===== src/rtl/health_pkg.sv =====
// Shared health-check definitions: mode encodings and signed-difference magnitude helper.
// Combinational only; no state or handshakes.
// Reused by the health-check datapath blocks.
package health_pkg;

  localparam logic MODE_ABS = 1'b0;
  localparam logic MODE_DEV = 1'b1;

  // Widest difference the helper handles; callers size-cast in and out.
  localparam int MAG_MAX_W = 64;

  // |d| of a signed value; the result is one bit narrower and always fits
  // because the caller's difference never reaches the most negative code.
  function automatic logic [MAG_MAX_W-1:0] mag_abs(input logic signed [MAG_MAX_W:0] d);
    logic signed [MAG_MAX_W:0] neg;
    neg = -d;
    return d[MAG_MAX_W] ? neg[MAG_MAX_W-1:0] : d[MAG_MAX_W-1:0];
  endfunction

endpackage


===== src/rtl/abs_pipe_stage.sv =====
// Generic valid/ready register slice carrying DW bits of data.
// Latency 1 cycle; full throughput.
// Backpressure: holds its content while i_rdy is low; o_rdy = empty or draining.
module abs_pipe_stage #(
  parameter int DW = 8
) (
  input  logic          clk,
  input  logic          rst_n,
  input  logic          i_vld,
  output logic          o_rdy,
  input  logic [DW-1:0] i_dat,
  output logic          o_vld,
  input  logic          i_rdy,
  output logic [DW-1:0] o_dat
);

  logic          r_vld;
  logic [DW-1:0] r_dat;

  assign o_rdy = ~r_vld | i_rdy;
  assign o_vld = r_vld;
  assign o_dat = r_dat;

  // Data only loads on a real transfer so an idle slice keeps its last value.
  always_ff @(posedge clk or negedge rst_n) begin
    if (!rst_n) begin
      r_vld <= 1'b0;
      r_dat <= '0;
    end else if (o_rdy) begin
      r_vld <= i_vld;
      if (i_vld) begin
        r_dat <= i_dat;
      end
    end
  end

endmodule


===== src/rtl/abs_deviation_tracker.sv =====
// Signed sample -> unsigned magnitude (|x| or |x - baseline|) with peak hold and debounced alarm.
// Latency 2 cycles, 1 sample/cycle; peak/alarm update one edge after each output transfer.
// Backpressure: two-slice pipeline buffers 2 samples; in_ready drops combinationally on out_ready.
module abs_deviation_tracker
  import health_pkg::*;
#(
  parameter int WIDTH       = 8,
  parameter int ALARM_COUNT = 4
) (
  input  logic             clk,
  input  logic             rst_n,
  input  logic             in_valid,
  output logic             in_ready,
  input  logic [WIDTH-1:0] in_sample,
  input  logic             in_mode,
  input  logic [WIDTH-1:0] baseline,
  input  logic [WIDTH-1:0] threshold,
  output logic             out_valid,
  input  logic             out_ready,
  output logic [WIDTH-1:0] out_magnitude,
  output logic [WIDTH-1:0] peak,
  input  logic             peak_clear,
  output logic             alarm
);

  localparam int DW = WIDTH + 1;
  localparam int CW = $clog2(ALARM_COUNT + 1);
  localparam logic [CW-1:0] CNT_MAX = CW'(ALARM_COUNT);

  logic signed [DW-1:0]        w_samp_x;
  logic signed [DW-1:0]        w_base_x;
  logic signed [DW-1:0]        w_s1_in_dat;
  logic signed [DW-1:0]        w_s1_dat;
  logic                        w_s1_vld;
  logic                        w_s2_rdy;
  logic signed [MAG_MAX_W:0]   w_d_ext;
  logic [WIDTH-1:0]            w_s2_in_dat;
  logic                        w_xfer;
  logic                        w_over;
  logic [CW-1:0]               w_cnt_nxt;

  logic [CW-1:0]               r_cnt;
  logic                        r_alarm;
  logic [WIDTH-1:0]            r_peak;

  // Stage 1: one-bit-wider signed difference, so mode 1 can never overflow.
  assign w_samp_x    = {in_sample[WIDTH-1], in_sample};
  assign w_base_x    = {baseline[WIDTH-1], baseline};
  assign w_s1_in_dat = (in_mode == MODE_DEV) ? (w_samp_x - w_base_x) : w_samp_x;

  abs_pipe_stage #(.DW(DW)) u_s1 (
    .clk   (clk),
    .rst_n (rst_n),
    .i_vld (in_valid),
    .o_rdy (in_ready),
    .i_dat (w_s1_in_dat),
    .o_vld (w_s1_vld),
    .i_rdy (w_s2_rdy),
    .o_dat (w_s1_dat)
  );

  assign w_d_ext     = (MAG_MAX_W + 1)'(w_s1_dat);
  assign w_s2_in_dat = WIDTH'(mag_abs(w_d_ext));

  abs_pipe_stage #(.DW(WIDTH)) u_s2 (
    .clk   (clk),
    .rst_n (rst_n),
    .i_vld (w_s1_vld),
    .o_rdy (w_s2_rdy),
    .i_dat (w_s2_in_dat),
    .o_vld (out_valid),
    .i_rdy (out_ready),
    .o_dat (out_magnitude)
  );

  assign w_xfer = out_valid & out_ready;
  assign w_over = out_magnitude > threshold;

  always_comb begin
    w_cnt_nxt = r_cnt;
    if (w_xfer) begin
      if (!w_over) begin
        w_cnt_nxt = '0;
      end else if (r_cnt != CNT_MAX) begin
        w_cnt_nxt = r_cnt + CW'(1);
      end
    end
  end

  always_ff @(posedge clk or negedge rst_n) begin
    if (!rst_n) begin
      r_cnt   <= '0;
      r_alarm <= 1'b0;
    end else begin
      r_cnt   <= w_cnt_nxt;
      r_alarm <= (w_cnt_nxt == CNT_MAX);
    end
  end

  // A clear that coincides with a transfer restarts the peak from that sample.
  always_ff @(posedge clk or negedge rst_n) begin
    if (!rst_n) begin
      r_peak <= '0;
    end else if (peak_clear) begin
      r_peak <= w_xfer ? out_magnitude : '0;
    end else if (w_xfer && (out_magnitude > r_peak)) begin
      r_peak <= out_magnitude;
    end
  end

  assign peak  = r_peak;
  assign alarm = r_alarm;

  a_out_hold: assert property (@(posedge clk) disable iff (!rst_n)
    (out_valid && !out_ready) |=> (out_valid && $stable(out_magnitude)));

endmodule


===== config.mk =====
export PLATFORM = sky130hd
export DESIGN_NAME = abs_deviation_tracker
export DESIGN_NICKNAME = d
export VERILOG_FILES = /design/src/rtl/health_pkg.sv /design/src/rtl/abs_pipe_stage.sv /design/src/rtl/abs_deviation_tracker.sv
export SDC_FILE = /design/constraint.sdc
export NUM_CORES = 1
export LEC_CHECK = 0
export ABC_AREA = 1
export BUFFER_PORTS_ARGS = -buffer_cell sky130_fd_sc_hd__buf_2
export CAP_MARGIN = 10
export CORE_UTILIZATION = 35
export DETAILED_ROUTE_END_ITERATION = 6
export PLACE_DENSITY = 0.54
export SETUP_SLACK_MARGIN = 0.02
export SLEW_MARGIN = 20
export SYNTH_ARGS = -nofsm -noshare
export SYNTH_HDL_FRONTEND = slang
export SYNTH_SLANG_ARGS = --single-unit

===== constraint.sdc =====
create_clock -name clk -period 3.45 [get_ports clk]
set_input_delay 0.69 -clock clk [delete_from_list [all_inputs] [get_ports clk]]
set_output_delay 0.69 -clock clk [all_outputs]
set_load 0.03 [all_outputs]

* Yosys cells after proc, flatten, opt, wreduce, memory -nomap -nowiden
Index checks and enable logic that the tools add are counted.
Storage, ports and cells: register bits 31, input port bits 30, word-level logic and storage cells 31
Cells by class: $add $sub $neg 3, order comparisons 2, eq/ne operators 2, mux-type cells 8, bitwise operators 5, reductions and logical operators 4
Operator list (number):
- 8-bit two-way mux | 4
- 8-bit greater-than comparator | 2
- 3-bit two-way mux | 3
- 9-bit two-way mux | 1
- 8-bit by 8-bit subtractor with 9-bit output | 1
- 8-bit negator | 1
- 2-bit AND reduction | 2
- 3-bit by 1-bit adder with 3-bit output, second input constant | 1
- 3-bit equality test, second input constant | 1
- 3-bit inequality test, second input constant | 1
- 1-bit inverter | 2
- 1-bit bitwise OR | 2
- 2-bit nonzero test | 1
- 1-bit AND | 1
- 1-bit logical AND | 1

* Depth between registers and ports, before layout
Gate-level depths: netlist of run 1.
word-level depth 5, depth in mapped cells 13

* Modules after synthesis
From an unflattened synthesis of run 1, not the netlist that was laid out.
Unflattened totals: cells, all modules 343, area, all modules 2491.1 µm²
By module, submodules not included:
- abs_deviation_tracker | instances 1, cells an instance 261, area an instance 1659.1 µm²
- abs_pipe_stage at u_s1 | instances 1, cells an instance 43, area an instance 464.2 µm²
- abs_pipe_stage at u_s2 | instances 1, cells an instance 39, area an instance 367.9 µm²

* Least setup slack after synthesis of run 1
OpenSTA, ideal clock, no wires.
kind in2reg, start in in_sample[0], end reg u_s1.r_dat[8], in the netlist u_s1.o_dat[8], setup time 0.073 ns, arrival time 1.851 ns, data required time 3.377 ns, setup slack 1.526 ns, stages 12, cells stage by stage inv_1 ha_1 fa_1 inv_1 nand3_2 nand2_2 nand2_2 nand2_1 nand2_1 nand2_1 nand2_1 a21oi_2
On the way: longest elaborated chain between the ends 2
RTL lines:
- start: declaration | RTL line abs_deviation_tracker.sv:14 | input logic [WIDTH-1:0] in_sample,
- 8-bit by 8-bit subtractor with 9-bit output | RTL line abs_deviation_tracker.sv:49 | assign w_s1_in_dat = (in_mode == MODE_DEV) ? (w_samp_x - w_base_x) : w_samp_x;
- 9-bit two-way mux | RTL line abs_deviation_tracker.sv:49
- end signal: assignment | RTL line abs_pipe_stage.sv:32 | r_dat <= i_dat;
- end: declaration | RTL line abs_pipe_stage.sv:18 | logic [DW-1:0] r_dat;
No other way between the ends. A chain may end at the register's enable or synchronous reset.

* Final worst setup path of run 1
start in out_ready, end out in_ready
On the way: longest elaborated chain between the ends 2
RTL lines:
- start: declaration | RTL line abs_deviation_tracker.sv:19 | input logic out_ready,
- 1-bit bitwise OR (2 in a row) | RTL line abs_pipe_stage.sv:20 | assign o_rdy = ~r_vld | i_rdy;
- end: declaration | RTL line abs_deviation_tracker.sv:13 | output logic in_ready,
No other way between the ends.

==> results of run 1 <==
[per-stage QoR]
step           worst slack (ns)  hold slack (ns)  instances
3_5_place_dp               1.28            0.516        461
5_1_grt                    1.49            0.503        469
2_1_floorplan              1.53            0.394        339
4_1_cts                    1.56            0.467        469
6_report                   1.58            0.450        469
3_3_place_gp               1.34            0.509        461
[report_power, final]
part           internal [W]  total (W)  switching (W)
clock network      0.000182   0.000313       0.000131
logic              0.000344   0.000957       0.000613
registers          0.000481   0.000604       0.000123
[worst paths after layout]
path / start / endpoint / slack (ns) / depth (start not counted)
max: out_ready / in_ready / 1.58 / 4
min: rst_n / r_cnt[2] / 0.45 / 1
max reg2reg: u_s2.o_dat[3] / peak[6] / 1.83 / 9
min reg2reg: u_s2.o_dat[0] / u_s2.o_dat[0] / 0.53 / 2
max in group asynchronous: rst_n / peak[5] / 2.56 / 1
min in group clk: u_s2.o_dat[0] / u_s2.o_dat[0] / 0.53 / 2
[worst max-delay path, delay by kind of cell]
kind | cells | cell delay (ns)
buffers and inverters | 3 | 0.39
and+or+nand+nor | 1 | 0.11
[logic make-up (layout without fill, tap and decap cells)]
group	after synthesis	count (layout)	synth area share [%]
AND/OR/NAND/NOR	155	155	28.5
buffers and inverters	77	130	12.6
AO/OA/AOI/OAI	43	43	10.3
flip-flops	31	31	32.0
adder cells (fa/ha/maj)	28	28	14.8
XOR/XNOR	5	5	1.81
[flip-flops by register name (all words and copies together) (netlist names)]
| signal | cells |
|---|---|
| u_s1.o_dat | 9 |
| alarm | 1 |
| peak | 8 |
| u_s2.o_vld | 1 |
| r_cnt | 3 |
| u_s2.o_dat | 8 |
| u_s1.o_vld | 1 |
[Yosys cell counts (3+ instances only)]
master and instances:
xor2_1 5, dfrtp_1 31, nand3_1 23, o21ai_1 7
nand2_4 3, a21oi_2 4, nand3b_1 3, inv_1 66
nand2_2 9, inv_2 8, a21oi_1 17, ha_1 27
o21ai_0 6, nor2_1 25, o211ai_1 3, nand2_1 84
[final cells by class]
class,count,area [um^2],share of cell area (%)
well taps,77,96.3,3.40
multi-input cells,231,1340,47.4
inverters,74,278,9.80
clock buffers,8,100,3.53
repair buffers,48,240,8.48
flip-flops and latches,31,776,27.4
[per-layer routing]
metal,vias up,GRT usage [%]
met5,-,0
met4,0,5.55
met3,4,3.11
met2,47,27.3
met1,939,17.8
li1,1163,-
==> reports/metrics.yaml, run 1 <==
layout_commonest_cell: "nand2_1"
wl_met1_um: 2300
top_layer: "met4"
syn_avg_cell_area_um2: 7.15
grt_pass1_wl_um: 8690
fmax_mhz: 534
synth.distinct_cells: 27
tightest_slew_ns: 0.687
skew_ns: 0.00460
endpoint_kind: "primary output"
post-route-util_pct: 43.4
cts_buffers: 5
setup_viol: 0
hold_class: "input port to async pin"
syn-num-nets: 397
hpwlAfterDp_um: 3960
grt_start_max_net_pins: 32
synth-seq-area-share_pct: 32.0
postCtsResizedCells: 0
status: "complete, no violations"
worstSetupStartpointType: "input port"
path_cells: "buf_2 -> inv_1 -> nand3_2 -> buf_2"
criticalPathCategory: "input port to primary output"
totalWireLength_um: 4920
crit_fanout: 3
synth_edf_count: 0
core.rowCount: 29
nFillCells: 699
die_w_um: 85.2
wl_per_cell_um: 10.5
route.met3.wl_um: 181
clock_latency_ns: 0.28
hold_violations: 0
clkTransAtPathRegs_ns: 0.06
first_pass_iters: 4
dieArea_mm2: 0.00727
synth_area_leaders: "dfrtp_1 32%, ha_1 14%, nand2_1 13%"
die_height_um: 85.2
cts_tree: "done"
drive_gt1_share_pct: 21.2
crit_top_cell: "buf_2"
post-cts-setup-buffers: 0
critPathRequiredTime_ns: 2.76
grt_use_total_pct: 15.2
vias: 2153
maxCapViolCount: 0
vias_per_cell: 4.59
wl_met2_um: 2390
drt_iter0_markers: 49
ir_drop_mv: 0.156
stdcell_area_mm2: 0.00283
ys_ff_latch: 31
worstPathArrival_ns: 1.18
grt_pass1_vias: 2035
ys.flop_type: "dfrtp_1"
cts_root_buf: "clkbuf_8"
p_leak_nw: 1.66
mostFrequentLayoutCells: "84 x nand2_1, 66 x inv_1, 48 x buf_2, 31 x dfrtp_1, 27 x ha_1"
async_flop_share_pct: 100
worst_path_max_delay_cell: "buf_2"
fin_nets: 449
antenna_found_initial: 0
core_mm2: 0.00653
htree_levels: 2
relSlewSlack_pct: 54.2
cts_buffer_depth: 2
numPortBuffers: 48
syn2layout_area_growth_pct: 16.9
yosys.area.top_type: "dfrtp_1"
drv_slew: 0
grt_overflow: 0
p_total_w: 0.00187
period_minus_slack_ns: 1.87
pin_count: 49
start_util_pct: 37.1
synth_top_area_share_pct: 32.0
numClockSinks: 31
synth_area_mm2: 0.00242
drc: 0
rsz0062_at_grt: "false"
p_per_area_mw_per_mm2: 661
slowest_delay_ns: 0.20
antennaDiodeCount: 0
place_congestion: 0.766
holdBufCountCts: 0
ant_nets: 0
placed_area_mm2: 0.00273
fin_tns_setup_ns: 0
period_share_pct: 54.3
syn_inst: 339
yosys_warnings: 0
Power figures use the tool's default switching activity.
==> run 2, diff against run 1 <==
--- a/config.mk
+++ b/config.mk
@@ -5,7 +5,7 @@
 export SDC_FILE = /design/constraint.sdc
 export NUM_CORES = 1
 export LEC_CHECK = 0
-export ABC_AREA = 1
+export ABC_AREA = 0
 export BUFFER_PORTS_ARGS = -buffer_cell sky130_fd_sc_hd__buf_2
 export CAP_MARGIN = 10
 export CORE_UTILIZATION = 35
==> constraint.sdc (replaced) <==
create_clock -name clk -period 1.8 [get_ports clk]
set_input_delay 0.36 -clock clk [delete_from_list [all_inputs] [get_ports clk]]
set_output_delay 0.36 -clock clk [all_outputs]
set_load 0.03 [all_outputs]
==> reports/metrics.yaml, run 2 <==
nFillCells: 629
vias_per_cell: 5.05
clock_latency_ns: 0.29
syn2layout_area_growth_pct: 43.4
die_height_um: 83.7
synth.distinct_cells: 47
totalWireLength_um: 5970
crit_fanout: 4
drv_slew: 0
worst_path_max_delay_cell: "dfrtp_2"
yosys.area.top_type: "dfrtp_1"
cts_buffer_depth: 2
p_per_area_mw_per_mm2: 1320
setup_viol: 4
endpoint_kind: "flip-flop"
criticalPathCategory: "flip-flop to flip-flop"
syn_avg_cell_area_um2: 8.68
hold_class: "input port to async pin"
cts_buffers: 5
antenna_found_initial: 0
htree_levels: 2
syn-num-nets: 327
synth_top_family_by_area: "compound AO/OA/AOI/OAI gates"
cp_top_family: "compound AO/OA/AOI/OAI gates"
ant_nets: 0
period_minus_slack_ns: 1.87
synthTopCellsByCount: "37 x inv_1, 33 x nand2_1, 31 x dfrtp_1"
start_util_pct: 36.6
reg2reg_depth: 7
die_w_um: 83.7
grt_pass1_wl_um: 10100
synth_top_area_share_pct: 33.2
dp.cells: 428
ir_drop_mv: 0.917
synth_compound_area_share_pct: 21.5
fmax_mhz: 536
synth-seq-area-share_pct: 33.2
rsz0062_at_grt: "true"
clkTransAtPathRegs_ns: 0.07
hold_ws_ns: 0.0884
r2r_slack_ns: -0.07
synthMuxAreaShare_pct: 3.05
yosys_warnings: 0
hold_violations: 0
layout.cells.non_filler: 440
synthSimpleGateAreaFrac_pct: 17.4
p_total_w: 0.00442
cts_tree: "done"
first_pass_iters: 4
p_leak_nw: 1.61
worstPathArrival_ns: 2.04
fin_tns_setup_ns: -0.123
pin_count: 49
synth_area_mm2: 0.00234
grt_start_max_net_pins: 32
violations: "setup timing"
path_cells: "inv_2 -> ha_4 -> a211oi_2 -> nor2_2 -> o31a_1 -> a31o_2 -> a32o_1"
holdBufCountCts: 0
vias: 2224
synth_edf_count: 0
wl_per_cell_um: 13.6
drc: 0
grt_pass1_vias: 2171
core.rowCount: 29
relSlewSlack_pct: 67.1
place_congestion: 0.812
reg2reg_to: "peak[6]"
critPathRequiredTime_ns: 1.98
numClockSinks: 31
multi_input_area_mm2: 0.00163
cts_root_buf: "clkbuf_8"
worst_slack_ns: -0.0656
drive_gt1_share_pct: 43.5
fin_nets: 420
worstSetupStartpointType: "flip-flop"
grt_use_total_pct: 18.0
seqCellArea_um2: 795
async_flop_share_pct: 100
syn_inst: 269
drt_iter0_markers: 125
dp_slack_ns: -0.191
numPortBuffers: 48
reg2reg_from: "peak[5]"
core_mm2: 0.00639
largest_register_ffs: 9
maxCapViolCount: 0
dieArea_mm2: 0.00700
antennaDiodeCount: 0
status: "finished, violations left"
ys.flop_type: "dfrtp_1"
path_buf_inv: 1
period_share_pct: 104
yosysMostFrequentCell: "inv_1"
synth_xor_area_share_pct: 2.62
hpwlAfterDp_um: 4640
mostFrequentLayoutCells: "48 x buf_2, 41 x buf_4, 32 x nand2_1, 31 x inv_1, 17 x ha_1"
ys_ff_latch: 31
synth_adder_area_share_pct: 15.3
layout_commonest_cell: "buf_2"
slowest_delay_ns: 0.42
tightest_slew_ns: 0.491
skew_ns: 0.00847
synth_area_leaders: "dfrtp_1 33%, ha_1 14%, inv_1 5.9%"
grt_overflow: 0
-- run 2: metal layers --
layer / routed length [um] / GRT usage [%] / vias to the layer above / part of all wire, %
met5: 0 / 0 / - / 0
met4: 74 / 5.55 / 0 / 1.2
met3: 196 / 2.47 / 6 / 3.3
met2: 3010 / 31.7 / 54 / 51
met1: 2680 / 22.6 / 1009 / 45
li1: - / - / 1155 / -
-- run 2: worst reg2reg max path, delay by kind of cell (launching register included) --
kind,cells,cell delay [ns]
AOI/OAI and AO/OA,4,0.99
DFF,1,0.42
adders and majority gates,1,0.20
and+or+nand+nor,1,0.08
buffers and inverters,1,0.07
-- run 2: cell families (layout without fill, tap and decap cells) --
group / count (synthesis) / after routing
xor+xnor: 7 / 7
buf+inv: 43 / 137
fa+ha+maj: 28 / 28
compound gates: 73 / 73
flops: 31 / 31
simple gates: 80 / 80
mux: 7 / 7
-- run 2: repair_timing --
item,CTS,global route
endpoints found under the setup margin,10,13
pin swaps,9,13
setup buffers,2,2
cloned,0,0
gates resized for setup,11,22
-- run 2: final cells by class --
cell class / instances / area share [%]
clock buffers: 6 / 2.47
flip-flops and latches: 31 / 23.7
inverters: 38 / 4.26
repair buffers: 91 / 17.0
clock inverters: 2 / 1.05
well taps: 77 / 2.88
multi-input cells: 195 / 48.6
-- run 2: how the worst max path moves through the flow --
| stage | slack (ns) | cells after the start | to | startpoint |
|---|---|---|---|---|
| 2_1_floorplan | -0.01 | 6 | peak[6] | peak[7] |
| 3_3_place_gp | -0.19 | 7 | u_s1.o_dat[7] | in_sample[1] |
| 3_5_place_dp | -0.19 | 9 | u_s1.o_dat[6] | in_sample[0] |
| 4_1_cts | -0.05 | 7 | peak[6] | peak[5] |
| 5_1_grt | -0.13 | 6 | peak[6] | u_s2.o_dat[1] |
| 6_report | -0.07 | 7 | peak[6] | peak[5] |
-- run 2: stage by stage --
| stage | instance area [um^2] | utilization, % |
|---|---|---|
| detailed placement | 3040 | 47.6 |
| CTS | 3220 | 50.4 |
| global placement | 3040 | 47.6 |
| finish | 3350 | 52.4 |
| floorplan | 2430 | - |
| global route | 3350 | 52.4 |
-- run 2: power by group --
group	switching [W]	internal, W	total, W	leakage [nW]
sequential	0.000213	0.000916	0.00113	0.369
combinational	0.00136	0.00120	0.00256	1.18
clock	0.000276	0.000448	0.000724	0.0612
==> run 3, diff against run 2 <==
--- a/config.mk
+++ b/config.mk
@@ -10,7 +10,6 @@
 export CAP_MARGIN = 10
 export CORE_UTILIZATION = 35
 export DETAILED_ROUTE_END_ITERATION = 6
-export PLACE_DENSITY = 0.54
 export SETUP_SLACK_MARGIN = 0.02
 export SLEW_MARGIN = 20
 export SYNTH_ARGS = -nofsm -noshare
==> reports/metrics.yaml, run 3 (synthesis gave the netlist of run 2 again) <==
tightest_slew_ns: 0.713
die_height_um: 83.7
hold_violations: 0
numClockSinks: 31
stdcell_area_mm2: 0.00334
first_pass_iters: 4
period_minus_slack_ns: 1.82
reg2reg_from: "u_s2.o_dat[2]"
grt_pass1_wl_um: 9940
hold_class: "input port to async pin"
skew_ns: 0.00184
dieArea_mm2: 0.00700
violations: "setup timing"
nFillCells: 610
pin_count: 49
totalWireLength_um: 5730
reg2reg_to: "peak[0]"
cts_root_buf: "clkbuf_8"
maxCapViolCount: 0
cts_buffer_depth: 2
cts_tree: "done"
core_mm2: 0.00639
clkTransAtPathRegs_ns: 0.06
wl_per_cell_um: 13.0
p_leak_nw: 1.60
worst_slack_ns: -0.0181
grt_overflow: 0
p_total_w: 0.00418
drv_slew: 0
status: "finished, violations left"
grt_pass1_vias: 2209
largest_register_ffs: 9
vias_per_cell: 5.08
reg2reg_depth: 6
crit_fanout: 8
p_per_area_mw_per_mm2: 1250
grt_start_max_net_pins: 32
htree_levels: 2
place_congestion: 0.856
ant_nets: 0
endpoint_kind: "flip-flop"
vias: 2232
relSlewSlack_pct: 52.5
layout_commonest_cell: "buf_2"
period_share_pct: 101
start_util_pct: 36.6
drt_iter0_markers: 67
grt_use_total_pct: 17.3
die_w_um: 83.7
antennaDiodeCount: 0
r2r_slack_ns: -0.02
worstSetupStartpointType: "flip-flop"
fin_tns_setup_ns: -0.0207
hpwlAfterDp_um: 4470
clock_latency_ns: 0.28
criticalPathCategory: "flip-flop to flip-flop"
fmax_mhz: 550
setup_viol: 2
cts_buffers: 5
syn2layout_area_growth_pct: 42.8
ir_drop_mv: 0.809
numPortBuffers: 48
drive_gt1_share_pct: 43.6
critPathRequiredTime_ns: 1.97
antenna_found_initial: 0
placed_area_mm2: 0.00299
fin_nets: 419
worstPathArrival_ns: 1.99
mostFrequentLayoutCells: "48 x buf_2, 41 x buf_4, 32 x inv_1, 32 x nand2_1, 17 x ha_1"
rsz0062_at_grt: "true"
core.rowCount: 29
drc: 0
==> run 3: how the worst max path moves through the flow <==
stage,startpoint,to,slack [ns]
3_5_place_dp,in_sample[1],u_s1.o_dat[7],-0.19
4_1_cts,u_s2.o_dat[1],peak[6],-0.002
5_1_grt,u_s2.o_dat[1],peak[0],-0.09
3_3_place_gp,in_sample[0],u_s1.o_dat[6],-0.15
2_1_floorplan,peak[7],peak[6],-0.01
6_report,u_s2.o_dat[2],peak[0],-0.02
==> run 3: routing by layer <==
layer	part of all wire, %	up-vias	track usage, %
met5	0	-	0
met3	3.3	5	3.46
met4	0.96	0	4.31
met2	50	46	30.0
li1	-	1148	-
met1	46	1033	22.0
==> run 3: final cells by class <==
class / count / area (um^2) / area share (%)
Tap cell: 77 / 96.3 / 2.89
Sequential cell: 31 / 796 / 23.8
Multi-Input combinational cell: 195 / 1660 / 49.8
Timing Repair Buffer: 90 / 559 / 16.8
Clock buffer: 7 / 76.3 / 2.29
Inverter: 38 / 143 / 4.27
Clock inverter: 1 / 5.00 / 0.150
==> run 3: power breakdown <==
group / internal, W / switching [W] / total [W]
clock network: 0.000271 / 0.000252 / 0.000523
logic: 0.00119 / 0.00132 / 0.00251
registers: 0.000919 / 0.000231 / 0.00115
==> run 3: critical path: stages, from the launching register on <==
cell	delay, ns
dfrtp_1	0.42
ha_1	0.32
and4_1	0.21
a21oi_2	0.14
o31a_1	0.23
nand2_4	0.12
a32o_1	0.27
==> run 3: per-stage QoR <==
| step | utilization (%) | hold WS (ns) | cells | setup WS (ns) |
|---|---|---|---|---|
| after global routing | 52.3 | 0.184 | 439 | -0.0906 |
| after CTS | 49.8 | 0.157 | 436 | -0.00241 |
| final | 52.3 | 0.133 | 439 | -0.0181 |
| after detailed placement | 46.8 | 0.466 | 422 | -0.186 |
| after global placement | 46.8 | 0.452 | 422 | -0.155 |
| after floorplan | - | 0.0644 | 269 | -0.0138 |
==> run 3: what timing repair did <==
item	CTS	global route
setup endpoints to repair	12	14
setup buffers	6	3
gates resized for setup	13	25
pin swaps	10	15
hold buffers	0	0
